### src/rtl/switch_bank_reader_pkg.sv
// switch_pkg: shared definitions for the switch bank reader.
//   SW_WIDTH / DEFAULT_TICK_DIV : board defaults (10 switches, 1 ms tick at 50 MHz)
//   db_state_t                  : per-bit debounce state (STABLE / DIFFERING)
//   sw_evt_t                    : event word {overrun, fall, rise} at board width
//   clog2()                     : constant-elaboration ceiling log2
package switch_pkg;

    localparam int SW_WIDTH         = 10;
    localparam int DEFAULT_TICK_DIV = 50000;

    typedef enum logic {
        DB_STABLE    = 1'b0,
        DB_DIFFERING = 1'b1
    } db_state_t;

    typedef struct packed {
        logic                overrun;
        logic [SW_WIDTH-1:0] fall;
        logic [SW_WIDTH-1:0] rise;
    } sw_evt_t;

    function automatic int clog2(input int value);
        int r;
        r = 0;
        for (int i = 0; i < 31; i++) begin
            if ((32'sd1 << i) < value) begin
                r = i + 1;
            end
        end
        return r;
    endfunction

endpackage

### src/rtl/switch_bank_reader_debounce_bit.sv
// debounce_bit: synchroniser, debounce counter and stable flop for one switch.
// Ports:
//   i_clk, i_rst : clock, synchronous active-high reset
//   i_raw        : asynchronous switch pin
//   i_tick       : one-cycle debounce tick from the shared prescaler
//   o_stable     : debounced switch level
//   o_state      : debounce FSM state (STABLE / DIFFERING), for observation
module debounce_bit
    import switch_pkg::*;
#(
    parameter int DEBOUNCE_TICKS = 10
) (
    input  logic      i_clk,
    input  logic      i_rst,
    input  logic      i_raw,
    input  logic      i_tick,
    output logic      o_stable,
    output db_state_t o_state
);

    // Counter only ever reaches DEBOUNCE_TICKS-1, so clog2 bits suffice (min 1).
    localparam int CW = (clog2(DEBOUNCE_TICKS) < 1) ? 1 : clog2(DEBOUNCE_TICKS);
    localparam logic [CW-1:0] CNT_LAST = CW'(DEBOUNCE_TICKS - 1);

    logic      r_meta;
    logic      r_sync;
    logic      r_stable;
    logic      w_stable_next;
    logic [CW-1:0] r_cnt;
    logic [CW-1:0] w_cnt_next;
    db_state_t r_state;
    db_state_t w_state_next;

    always_ff @(posedge i_clk) begin
        if (i_rst) begin
            r_meta   <= 1'b0;
            r_sync   <= 1'b0;
            r_stable <= 1'b0;
            r_cnt    <= '0;
            r_state  <= DB_STABLE;
        end else begin
            r_meta   <= i_raw;
            r_sync   <= r_meta;
            r_stable <= w_stable_next;
            r_cnt    <= w_cnt_next;
            r_state  <= w_state_next;
        end
    end

    // Any cycle where the synchronised input agrees with the stable level
    // restarts the count, so only an unbroken run of differing ticks flips it.
    always_comb begin
        w_state_next  = r_state;
        w_cnt_next    = r_cnt;
        w_stable_next = r_stable;
        if (r_sync == r_stable) begin
            w_state_next = DB_STABLE;
            w_cnt_next   = '0;
        end else if (i_tick) begin
            if (r_cnt == CNT_LAST) begin
                w_stable_next = r_sync;
                w_cnt_next    = '0;
                w_state_next  = DB_STABLE;
            end else begin
                w_cnt_next   = r_cnt + CW'(1);
                w_state_next = DB_DIFFERING;
            end
        end else begin
            w_state_next = DB_DIFFERING;
        end
    end

    assign o_stable = r_stable;
    assign o_state  = r_state;

endmodule

### src/rtl/switch_bank_reader.sv
// switch_bank_reader: debounces WIDTH slide switches and reports changes as
// rise/fall event words.
// Ports:
//   CLK, RST       : clock, synchronous active-high reset
//   sw_raw         : asynchronous switch pins
//   sw_state       : debounced stable switch state
//   evt_valid      : event pending
//   evt_ready      : consumer accepts the event
//   evt_rise/fall  : bits that rose/fell since the last accepted event
//   evt_overrun    : some bit toggled more than once while the event was pending
//   dbg_differing  : per-bit debounce state (1 = DIFFERING)
//   sw_pos         : (SWITCH_POSITION_EN only) highest set switch index + 1
// Handshake: an event transfers on a posedge with evt_valid && evt_ready;
// evt_ready is ignored while evt_valid is low; until transfer the event word
// only changes by OR-merging new changes into it.
// Optional feature macro: SWITCH_POSITION_EN.
module switch_bank_reader
    import switch_pkg::*;
#(
    parameter int WIDTH          = SW_WIDTH,
    parameter int TICK_DIV       = DEFAULT_TICK_DIV,
    parameter int DEBOUNCE_TICKS = 10
) (
    input  logic             CLK,
    input  logic             RST,
    input  logic [WIDTH-1:0] sw_raw,
    output logic [WIDTH-1:0] sw_state,
    output logic             evt_valid,
    input  logic             evt_ready,
    output logic [WIDTH-1:0] evt_rise,
    output logic [WIDTH-1:0] evt_fall,
    output logic             evt_overrun,
    output logic [WIDTH-1:0] dbg_differing
`ifdef SWITCH_POSITION_EN
    ,
    output logic [clog2(WIDTH):0] sw_pos
`endif
);

    localparam int PW = clog2(TICK_DIV);
    localparam logic [PW-1:0] PRE_LAST = PW'(TICK_DIV - 1);

    logic [PW-1:0]    r_pre;
    logic             w_tick;
    logic [WIDTH-1:0] w_stable;
    logic [WIDTH-1:0] r_prev;
    logic [WIDTH-1:0] w_rise_now;
    logic [WIDTH-1:0] w_fall_now;
    logic [WIDTH-1:0] w_merge_rise;
    logic [WIDTH-1:0] w_merge_fall;
    logic             w_change;
    logic             w_repeat;
    logic             r_valid;
    logic [WIDTH-1:0] r_rise;
    logic [WIDTH-1:0] r_fall;
    logic             r_ovr;

    assign w_tick = (r_pre == PRE_LAST);

    always_ff @(posedge CLK) begin
        if (RST) begin
            r_pre <= '0;
        end else if (w_tick) begin
            r_pre <= '0;
        end else begin
            r_pre <= r_pre + PW'(1);
        end
    end

    for (genvar g = 0; g < WIDTH; g++) begin : g_bit
        db_state_t w_st;
        debounce_bit #(
            .DEBOUNCE_TICKS(DEBOUNCE_TICKS)
        ) u_db (
            .i_clk   (CLK),
            .i_rst   (RST),
            .i_raw   (sw_raw[g]),
            .i_tick  (w_tick),
            .o_stable(w_stable[g]),
            .o_state (w_st)
        );
        assign dbg_differing[g] = (w_st == DB_DIFFERING);
    end

    // r_prev trails sw_state by one cycle, so a change is seen in the cycle
    // sw_state updates and lands in the event registers on the next edge.
    assign w_rise_now   = w_stable & ~r_prev;
    assign w_fall_now   = ~w_stable & r_prev;
    assign w_change     = |(w_rise_now | w_fall_now);
    assign w_merge_rise = r_rise | w_rise_now;
    assign w_merge_fall = r_fall | w_fall_now;
    assign w_repeat     = (|(w_merge_rise & w_merge_fall)) |
                          (|(r_rise & w_rise_now)) |
                          (|(r_fall & w_fall_now));

    always_ff @(posedge CLK) begin
        if (RST) begin
            r_prev  <= '0;
            r_valid <= 1'b0;
            r_rise  <= '0;
            r_fall  <= '0;
            r_ovr   <= 1'b0;
        end else begin
            r_prev <= w_stable;
            if (!r_valid || evt_ready) begin
                // Slot is free or being emptied: a simultaneous change replaces it.
                if (w_change) begin
                    r_valid <= 1'b1;
                    r_rise  <= w_rise_now;
                    r_fall  <= w_fall_now;
                end else begin
                    r_valid <= 1'b0;
                    r_rise  <= '0;
                    r_fall  <= '0;
                end
                r_ovr <= 1'b0;
            end else if (w_change) begin
                r_rise <= w_merge_rise;
                r_fall <= w_merge_fall;
                r_ovr  <= r_ovr | w_repeat;
            end
        end
    end

    assign sw_state    = w_stable;
    assign evt_valid   = r_valid;
    assign evt_rise    = r_rise;
    assign evt_fall    = r_fall;
    assign evt_overrun = r_ovr;

`ifdef SWITCH_POSITION_EN
    localparam int POSW = clog2(WIDTH) + 1;
    logic [POSW-1:0] w_pos;
    logic [POSW-1:0] r_pos;

    always_comb begin
        w_pos = '0;
        for (int i = 0; i < WIDTH; i++) begin
            if (w_stable[i]) begin
                w_pos = POSW'(i + 1);
            end
        end
    end

    always_ff @(posedge CLK) begin
        if (RST) begin
            r_pos <= '0;
        end else begin
            r_pos <= w_pos;
        end
    end

    assign sw_pos = r_pos;
`endif

endmodule

### config.mk
export PLATFORM = sky130hd
export DESIGN_NAME = switch_bank_reader
export DESIGN_NICKNAME = d
export VERILOG_FILES = /design/src/rtl/switch_bank_reader_pkg.sv /design/src/rtl/switch_bank_reader_debounce_bit.sv /design/src/rtl/switch_bank_reader.sv
export SDC_FILE = /design/constraint.sdc
export NUM_CORES = 1
export LEC_CHECK = 0
export CAP_MARGIN = 40
export CORE_ASPECT_RATIO = 2
export CORE_UTILIZATION = 50
export DETAILED_ROUTE_END_ITERATION = 6
export PLACE_DENSITY = 0.74
export SYNTH_ARGS = -nofsm -noshare
export SYNTH_HDL_FRONTEND = slang
export SYNTH_HIERARCHICAL = 1
export SYNTH_SLANG_ARGS = --single-unit
### constraint.sdc
create_clock -name CLK -period 3.8 [get_ports CLK]
set_input_delay 0.57 -clock CLK [delete_from_list [all_inputs] [get_ports CLK]]
set_output_delay 0.57 -clock CLK [all_outputs]
set_load 0.02 [all_outputs]
# --- Word-level counts from Yosys, hierarchy flattened ---
# Cells that the tools add are included.
totals:
  ff_bits: 128
  inputBits: 13
op_classes:
  n_addsub: 11
  reduce_logical: 29
  eq_ne: 21
  mux: 37
  bitwise: 23
op_table:
  columns: ["op", "n"]
  rows:
  - ["10-bit two-way mux", 6]
  - ["10-bit AND", 5]
  - ["4-bit by 1-bit adder with 4-bit output (second input constant)", 10]
  - ["4-bit == test (second input constant)", 10]
  - ["4-bit two-way mux", 10]
  - ["10-bit OR reduction", 4]
  - ["10-bit bitwise OR", 3]
  - ["3-bit AND reduction", 10]
  - ["2-bit OR reduction", 12]
  - ["1-bit two-way mux", 21]
  - ["10-bit inverter", 2]
  - ["16-bit by 1-bit adder with 16-bit output (second input constant)", 1]
  - ["16-bit == test (second input constant)", 1]
  - ["1-bit == test", 10]
  - ["1-bit inverter", 10]
  - ["1-bit bitwise OR", 3]
  - ["2-bit nonzero test", 1]
  - ["1-bit logical NOT", 1]
  - ["1-bit logical OR", 1]

# --- Depth between registers and ports, before layout ---
logic_depth:
  depth_word: 8
  ltp_mapped: 7
  ltp_nobuf: 6

# --- Hierarchy ---
# Netlist, hierarchy kept.
by_module_without_submodules:
  columns: ["module", "n_inst", "area_each_um2", "cells_each"]
  rows:
  - ["debounce_bit", 10, 319.1, 32]
  - ["switch_bank_reader", 1, 2230.9, 234]

# --- Worst setup path before layout ---
# Ideal clock, no wire load.
synth_timing:
  path_kind: "reg-to-reg"
  from: "register r_pre[4]"
  to: "register g_bit[0].u_db.r_cnt[1]"
  arrival_time_ns: 3.881
  path_slack_ns: -0.148
  synth_period_minus_slack_ns: 3.948
  path_stages_with_launch: 6
  cell_sequence: "dfxtp_1 -> or4b_1 -> nor4_2 -> nand2_2 -> or3_1 -> a21oi_2"
synth_between:
  elab_chain_len: 1
synth_lines:
  columns: ["element", "line_no", "rtl"]
  rows:
  - ["start, declared", "switch_bank_reader.sv:43", "logic [PW-1:0] r_pre;"]
  - ["start signal, assigned", "switch_bank_reader.sv:66", "r_pre <= r_pre + PW'(1);"]
  - ["16-bit == test", "switch_bank_reader.sv:58", "assign w_tick = (r_pre == PRE_LAST);"]
  - ["net w_tick", "switch_bank_reader.sv:44", "logic w_tick;"]
  - ["end signal, assigned", "switch_bank_reader_debounce_bit.sv:45", "r_cnt <= w_cnt_next;"]
  - ["end, declared", "switch_bank_reader_debounce_bit.sv:29", "logic [CW-1:0] r_cnt;"]
# The timed path passes the listed nets, and every way through them passes these cells.
# A chain may end at the register's enable or synchronous reset.

# --- Final worst setup path ---
layout_timing:
  from: "register r_pre[0]"
  to: "register g_bit[0].u_db.r_cnt[1]"
# The elaborated chain is that of the path after synthesis.

==> summary.md <==
| Metric | Value |
|---|---|
| Status | finished, final reports clean |
| Worst-margin pin slew | 0.705 ns |
| Area growth, synth to finish | 23.2% |
| First-pass GRT wire length | 18.7 mm |
| Flops & latches, synth | 128 |
| Clock power share | 53.9% |
| # DRC | 0 |
| Initial Utilization | 51.4% |
| Worst EP arrival | 2.80 ns |
| Final Cycle Share | 64.6% |
| Drt wl/cell | 14.7 um |
| Post-layout min period | 2.46 ns |
| Comb pwr share | 2.0% |
| CTS Hold Bufs | 0 |
| IO Port Bufs | 54 |
| TritonCTS sink count | 128 |
| Layout cell share with drive strength beyond 1 | 10.8% |
| Via density per instance | 5.38 |
| Max cap viols | 0 |
| Sequential power share | 44.1% |
| Peak supply drop | 0.000343 V |
| Routed Antenna Nets | 0 |
| Sequential area share after synthesis | 47.3% |
| Initial DRC Count | 196 |
| Fin. Hold Viols | 0 |
| Finished layout cell area | 6680 um2 |
| Post-CTS sizing | 0 |
| CTS max path bufs | 2 |
| TritonRoute pass-1 iters | 4 |
| Setup crit end kind | flip-flop |
| EDFF count, synth | 0 |
| Nets | 649 |
| Worst setup SP type | flip-flop |
| Async set or reset register ratio after synthesis | 0% |
| Final Skew | 0.00714 ns |
| Net Sw Power | 0.607 mW |
| Setup WS pre-CTS | 1.39 ns |
| Placer Congestion | 0.943 |
| DP HPWL | 7.91 mm |
| H-tree depth | 4 |
| Placed cells | 733 |
| TNS Setup | 0 ns |
| Root buffer cell | clkbuf_16 |
| I/O pin count | 55 |
| Clock-pin slew on the worst setup and hold paths | 0.06 ns |
| Synthesized Nets | 588 |
| Final std cells w/o fill | 765 |
| PnR worst setup slack | 1.34 ns |
| Worst Path Required | 4.14 ns |
| RSZ-0062 raised after global routing | false |
| Setup CP Type | reg -> reg |
| Pin count of the biggest net entering global routing | 42 |
| Worst Hold Class | reg -> reg |
| Sw frac | 19.6% |
| Pleak | 2.36 nW |
| Diodes inserted | 0 |
| Vias in the first global route | 4076 |
| Die ar. | 11300 um2 |
| CP max FO | 41 |
| Num CTS Buffers | 17 |
| Chip width | 75.6 um |
| CTS tree | yes |
| Final Util | 63.3% |
| Die height | 149 um |
| Setup Fix Bufs, Post-CTS | 0 |
| P_int | 2.49 mW |
| Grt total ovfl | 0 |
| Final wirelength | 11.3 mm |
| Syn_area_per_cell | 9.79 um2 |
| Initial antenna violation count | 0 |
| FMAX | 407 MHz |
| Gr usage total | 22.0% |
| FP Rows | 53 |
| Internal reg-to-reg setup slack | 1.34 ns |
| Final Slew Violations | 0 |
| Max-slew headroom | 52.9% |
| Cell Area, Placed | 6060 um2 |
| Cell variety after synth | 40 |
| Core ar. | 10500 um2 |
| Yosys warning count | 6 |
| Via count | 4118 |
| Worst skew pair latency | 0.41 ns |
| Final setup fails | 0 |
| Primary FF master, synth | dfxtp_1 |
| PwrDens | 463 nW/um2 |
| Synth Instances | 554 |
| Synthesized area | 5420 um2 |
through the flow:
| step | power, mW | hold WS [ns] |
|---|---|---|
| 6_report | 3.09 | 0.429 |
| 5_1_grt | 3.20 | 0.456 |
| 4_1_cts | 3.12 | 0.433 |
| 3_5_place_dp | 1.46 | 0.427 |
| 3_3_place_gp | 1.45 | 0.416 |
| 2_1_floorplan | 1.43 | 0.414 |
layout by cell type (no fill, tap or decap), types with 3 or more instances in the layout:
| cell type | Yosys | final |
|---|---|---|
| clkinvlp_4 | 0 | 4 |
| nor4_1 | 5 | 5 |
| clkbuf_16 | 0 | 17 |
| nand4_1 | 9 | 9 |
| clkdlybuf4s50_1 | 0 | 53 |
| a21oi_2 | 10 | 10 |
| bufinv_16 | 0 | 3 |
| nor2b_1 | 40 | 40 |
| clkbuf_8 | 0 | 4 |
| or3_1 | 10 | 10 |
| a22oi_1 | 5 | 5 |
| nor3_1 | 4 | 4 |
| and4b_1 | 10 | 10 |
| mux2i_1 | 10 | 10 |
| nand2_1 | 14 | 14 |
| o21ai_1 | 10 | 10 |
| dfxtp_1 | 128 | 128 |
| nand3_1 | 16 | 16 |
| xor2_1 | 21 | 21 |
| nand2b_1 | 30 | 30 |
| nor2_1 | 61 | 61 |
| xnor2_1 | 23 | 23 |
| a22o_1 | 22 | 22 |
| buf_4 | 10 | 3 |
| inv_1 | 24 | 24 |
| nand2_2 | 10 | 10 |
| ha_1 | 21 | 21 |
| o22ai_1 | 9 | 9 |
| a21oi_1 | 12 | 12 |
| nor3b_2 | 10 | 11 |
| o21ai_0 | 11 | 11 |
sequential cells by signal, summed over array words and instances (netlist names):
| name | count |
|---|---|
| g_bit.u_db/r_sync | 10 |
| g_bit.u_db/r_cnt | 40 |
| r_prev | 10 |
| g_bit.u_db/o_state | 10 |
| r_pre | 16 |
| evt_rise | 10 |
| g_bit.u_db/o_stable | 10 |
| evt_overrun | 1 |
| evt_valid | 1 |
| g_bit.u_db/r_meta | 10 |
| evt_fall | 10 |
worst paths after layout:
path                                      startpoint                     end  cells past startpoint
worst max register to register              r_pre[0]  g_bit[0].u_db/r_cnt[1]                      7
worst min register to register  g_bit[8].u_db/r_meta    g_bit[8].u_db/r_sync                      1
worst min-delay path            g_bit[8].u_db/r_meta    g_bit[8].u_db/r_sync                      1
worst max-delay path                        r_pre[0]  g_bit[0].u_db/r_cnt[1]                      7
final cells by class:
cell class                 instances  area [um2]
fill                             825        3870
tap                              137         171
inverter                          24        90.1
clock inverter                     9         130
clock buffer                      23         488
multi-input combinational        386        2670
sequential                       128        2560
timing repair buffer              58         569
logic make-up (layout without fill, tap and decap cells):
family          count (synthesis)  in the layout  synth area share, %
flops                         128            128                 47.3
mux                            10             10                 1.85
xor+xnor                       44             44                 7.11
compound gates                 84             84                 10.7
fa+ha+maj                      21             21                 4.85
buf+inv                        40            114                 3.81
simple gates                  227            227                 24.4
synth_stat cells (2+ instances only):
master	n	area (um2)
nand4_1	9	56.3
or3_1	10	62.6
a21oi_2	10	87.6
xor2_1	21	184
nand2_1	14	52.6
a21oi_1	12	60.1
nand2_2	10	62.6
ha_1	21	263
nor3_1	4	20.0
and4b_1	10	100
a22o_1	22	193
dfxtp_1	128	2560
or4b_1	2	20.0
xnor2_1	23	201
a22oi_1	5	37.5
nand2b_1	30	188
o21ai_1	10	50.1
nor4_1	5	31.3
o21ai_0	11	55.1
a221oi_1	2	17.5
inv_1	24	90.1
nor2b_1	40	250
mux2i_1	10	100
nand3_1	16	80.1
o22ai_1	9	56.3
clkbuf_1	4	15.0
nor3b_2	10	125
buf_4	10	75.1
nor2_1	61	229
layer usage:
| metal | up-vias | GRT usage (%) | routed length [um] |
|---|---|---|---|
| met2 | 110 | 39.3 | 6110 |
| met3 | 22 | 6.42 | 461 |
| met4 | 0 | 9.44 | 316 |
| met5 | - | 0 | 0 |
| met1 | 1960 | 22.9 | 4370 |
| li1 | 2026 | - | - |
worst max-delay path: stages (launching register included):
cell and delay (ns):
dfxtp_1 0.38, ha_1 0.20, nand3_1 0.27, nor4_4 0.35
buf_4 0.49, nand2_2 0.16, or3_1 0.40, a21oi_2 0.13
power by group through the flow:
stage          logic, mW  clock network (mW)  registers [mW]
4_1_cts           0.0623                1.69            1.37
6_report          0.0614                1.67            1.37
2_1_floorplan     0.0378                   0            1.39
3_3_place_gp      0.0604                   0            1.39
3_5_place_dp      0.0619                   0            1.39
5_1_grt           0.0671                1.76            1.37
Power figures use the tool's default switching activity.
